## src/rtl/ll2_token_fifo.sv

```systemverilog
// ll2_token_fifo: show-ahead token queue linking an actor output port to an actor input port.
// The write side raises a registered W_ACK one cycle after it accepts a token.
// Misuse is recorded in sticky ERR flags that only reset clears.
`timescale 1ns/1ps
module ll2_token_fifo #(
    parameter int unsigned DEPTH = 16,
    parameter int unsigned WIDTH = 16
) (
    input  logic             CLK,
    input  logic             RESET_N,
    input  logic             W_SEND,
    input  logic [WIDTH-1:0] W_DATA,
    input  logic [15:0]      W_COUNT,
    output logic             W_RDY,
    output logic             W_ACK,
    output logic             R_SEND,
    output logic [WIDTH-1:0] R_DATA,
    output logic [15:0]      R_COUNT,
    input  logic             R_ACK,
    output logic [2:0]       ERR
);

    localparam int unsigned AW = (DEPTH > 1) ? $clog2(DEPTH) : 1;
    localparam int unsigned CW = AW + 1;

    logic [WIDTH-1:0] mem [DEPTH];
    logic [AW-1:0]    wr_ptr;
    logic [AW-1:0]    rd_ptr;
    logic [CW-1:0]    count;
    logic             full_c;
    logic             empty_c;
    logic             wr_ok_c;
    logic             rd_ok_c;
    logic [CW-1:0]    count_nxt_c;
    logic [2:0]       err_set_c;

    // Accept decisions use pre-edge occupancy for both sides
    always_comb begin
        full_c      = (count == CW'(DEPTH));
        empty_c     = (count == '0);
        wr_ok_c     = W_SEND & ~full_c;
        rd_ok_c     = R_ACK & ~empty_c;
        err_set_c   = 3'b000;
        err_set_c[0] = W_SEND & full_c;
        err_set_c[1] = R_ACK & empty_c;
        err_set_c[2] = W_SEND & (W_COUNT != 16'h0001);
        count_nxt_c = count;
        case ({wr_ok_c, rd_ok_c})
            2'b10:   count_nxt_c = count + CW'(1);
            2'b01:   count_nxt_c = count - CW'(1);
            default: count_nxt_c = count;
        endcase
    end

    // Pointers, occupancy, write acknowledge and sticky error flags
    always_ff @(posedge CLK or negedge RESET_N) begin
        if (!RESET_N) begin
            wr_ptr <= '0;
            rd_ptr <= '0;
            count  <= '0;
            W_ACK  <= 1'b0;
            ERR    <= 3'b000;
        end else begin
            if (wr_ok_c) wr_ptr <= wr_ptr + AW'(1);
            if (rd_ok_c) rd_ptr <= rd_ptr + AW'(1);
            count <= count_nxt_c;
            W_ACK <= wr_ok_c;
            ERR   <= ERR | err_set_c;
        end
    end

    // Token storage is never cleared; contents past the read pointer are dead
    always_ff @(posedge CLK) begin
        if (wr_ok_c) mem[wr_ptr] <= W_DATA;
    end

    // Status and head token come from registered state only
    always_comb begin
        W_RDY   = ~full_c;
        R_SEND  = ~empty_c;
        R_COUNT = 16'(count);
        R_DATA  = mem[rd_ptr];
    end

endmodule

```

## config.mk

```make
export PLATFORM = sky130hd
export DESIGN_NAME = ll2_token_fifo
export DESIGN_NICKNAME = d
export VERILOG_FILES = /design/src/rtl/ll2_token_fifo.sv
export SDC_FILE = /design/constraint.sdc
export NUM_CORES = 1
export LEC_CHECK = 0
export CORE_ASPECT_RATIO = 1.75
export CORE_MARGIN = 2
export CORE_UTILIZATION = 28
export CTS_BUF_LIST = sky130_fd_sc_hd__clkbuf_8
export DETAILED_ROUTE_END_ITERATION = 8
export PLACE_DENSITY = 0.49
export REMOVE_ABC_BUFFERS = 1
export SYNTH_ARGS = -nofsm -noshare
export SYNTH_HDL_FRONTEND = slang
export SYNTH_SLANG_ARGS = --single-unit
```

## constraint.sdc

```tcl
create_clock -name CLK -period 5 [get_ports CLK]
set_input_delay 1 -clock CLK [delete_from_list [all_inputs] [get_ports CLK]]
set_output_delay 1 -clock CLK [all_outputs]
set_load 0.01 [all_outputs]
```

==> flow_summary.ini <==
[status]
status = finished clean

[floorplanning]
ios = 74
start_util = 0.283
coreArea_mm2 = 0.0392
die_width_um = 154
die_h_um = 267
core.rowCount = 96
die_area_mm2 = 0.0412

[job]
cap_viol_max_count = 0

[logic_synthesis]
synth_edf_count = 256
synth_cells = 576
yosys.area_share.simple = 0.0285
synth_top_cell_by_area = edfxtp_1
synth-compound-area-share = 0.0647
syn_avg_cell_area_um2 = 19.2
synth.area.top_cells = edfxtp_1 69%, mux4_2 6.5%, mux2i_1 5.8%, dfrtp_1 3.8%, a221oi_2 2.7%
synth_adder_area_share = 0.00904
synth_xor_area_frac = 0.0103
yosysWarnings = 0
synth_top_area_share = 0.694
synth.distinct_cells = 44
yosys_register_bits = 273
synth_area_mm2 = 0.0111
synth_mux_area_frac = 0.125
async_flop_share = 0.0623
ys_seq_area_frac = 0.732
synth_flop_cell = edfxtp_1
synth_top_family_by_area = multiplexers

[timing]
period_needed_ns = 4.32
worst_hold_slack_ns = 0.463
period_share = 0.865
rsz0062_at_grt = no
timing.slew.headroom = 0.223
max_freq_mhz = 231
hold_viol = 0
drv_slew = 0
worst_pin_slew_ns = 1.16
fin_skew_ns = 0.0172
setup_violations = 0

[critical_path]
worstPathMaxFanout = 35
crit_path_start_kind = flip-flop
worstSetupPathType = reg2out
worstPathArrival_ns = 3.32
critPathMaxStageDelay_ns = 0.84
required_ns = 4.00
endpoint_kind = output port
cpMaxStageDelayCell = dfrtp_4
crit_chain = buf_4, mux2i_1, a221oi_1, a22oi_1, nand2_1, clkdlybuf4s50_1
cp_top_family = buffers and inverters
critical_path_buf_inv_count = 2

[clock_tree]
numCtsBuffers = 41
holdBufCountCts = 0
cts.sinks = 273
cts_tree = built
cts_buffer_depth = 3
insertion_delay_ns = 0.56
ctsResizeCount = 0
htree_levels = 2
cts_root_buf = clkbuf_8
post_cts_buffers = 0
path_clk_slew_ns = 0.06

[global_routing]
first_global_vias = 6245
antenna_found_initial = 1
grt_pass1_wl_mm = 39.4
grt_usage = 0.131
grt_max_degree = 36
grt_overflow = 0

[placement]
dp_hpwl_mm = 15.7
io_buffers = 62
gp_congestion = 0.736
place_inst = 1120

[detailed_routing]
vias = 5650
wl_mm = 26.5
drc = 0
drt_pass1_iterations = 4
postRouteAntennaNets = 0
drtIter0Drc = 314
post_drt_wl_per_cell_um = 22.3
via_per_inst = 4.76

[cells_and_area]
finish.utilization = 0.332
layout.cells.most_common = edfxtp_1
mostFrequentLayoutCells = 256 x edfxtp_1, 64 x mux2i_1, 62 x clkdlybuf4s50_1
fin_cells = 1188
area_delta_synth_final_pct = 17.4
drive_gt1_frac = 0.224
nets = 717

[pwr]
power_leakage_nw = 4.39
power.density_mw_per_mm2 = 549
ir_drop_v = 0.000241

[worst_hold_path]
hp-class = reg2reg
[worst register-to-register path, stage by stage, from the launching register on]
cell	delay (ns)
dfrtp_1	0.48
nor4_4	0.58
a21boi_4	0.20
inv_1	0.12
ha_1	0.36
xor2_1	0.12
ha_1	0.24
a21oi_1	0.18
xor2_1	0.16
nor2_1	0.06
xor2_1	0.15
[power breakdown]
group,total (mW),switching [mW],internal (mW)
Combinational,2.46,1.33,1.13
Clock,1.65,0.826,0.828
Sequential,3.02,0.242,2.78
[metrics by stage]
step | setup TNS, ns | cell area, µm² | power (mW) | setup slack (ns)
6_report | 0 | 13000 | 7.13 | 0.676
2_1_floorplan | -5.82 | 10800 | 4.60 | -0.364
4_1_cts | 0 | 13000 | 7.26 | 0.563
3_3_place_gp | 0 | 12300 | 5.53 | 1.24
5_1_grt | 0 | 13000 | 7.52 | 0.403
3_5_place_dp | 0 | 12300 | 5.58 | 1.18
[synth_stat cells, drive strengths merged, types with 2 or more instances]
library cell,instances
mux2i,64
nor4,5
a21oi,4
xnor2,7
ha,8
a21boi,2
nor4b,2
inv,5
nor2,13
nand2b,3
a22oi,16
a31o,2
clkbuf,6
edfxtp,256
nor3,4
mux2,2
a221oi,32
nand2,25
o21ai,18
nor2b,2
dfrtp,17
nand4,2
mux4,32
buf,36
xor2,6
[layer usage]
layer | vias to the layer above | global-route usage | part of all wire
li1 | 2513 | - | -
met1 | 2952 | 0.137 | 0.37
met2 | 140 | 0.255 | 0.56
met3 | 45 | 0.0231 | 0.036
met4 | 0 | 0.0563 | 0.032
met5 | - | 0 | 0
[sequential cells by signal (all words and copies together), names as in the netlist]
signal	cells
ERR	3
wr_ptr	4
count	5
rd_ptr	4
mem	256
W_ACK	1
[layout make-up]
class | count | area (µm²)
clock inverters | 25 | 136
well taps | 490 | 613
flip-flops and latches | 273 | 8120
multi-input cells | 266 | 2740
diodes | 1 | 2.50
inverters | 5 | 18.8
clock buffers | 42 | 578
fillers | 3748 | 26200
repair buffers | 86 | 801
[worst paths after layout]
check / startpoint / endpoint / slack, ns / cells after the start
max: rd_ptr[0] / R_DATA[15] / 0.68 / 6
min: ERR[2] / ERR[2] / 0.46 / 1
max reg2reg: count[1] / count[2] / 2.21 / 10
min reg2reg: ERR[2] / ERR[2] / 0.46 / 1
max in group asynchronous: RESET_N / rd_ptr[0] / 3.37 / 1
min in group asynchronous: RESET_N / count[2] / 0.96 / 1
[logic make-up (layout without fill, tap and decap cells)]
| logic type | Yosys count | count (layout) |
|---|---|---|
| compound gates | 77 | 77 |
| fa+ha+maj | 8 | 8 |
| xor+xnor | 13 | 13 |
| other cells | 1 | 12 |
| buf+inv | 47 | 158 |
| mux | 98 | 98 |
| simple gates | 59 | 59 |
| flops | 273 | 273 |
Note: power is estimated with default switching activity, not from simulation.
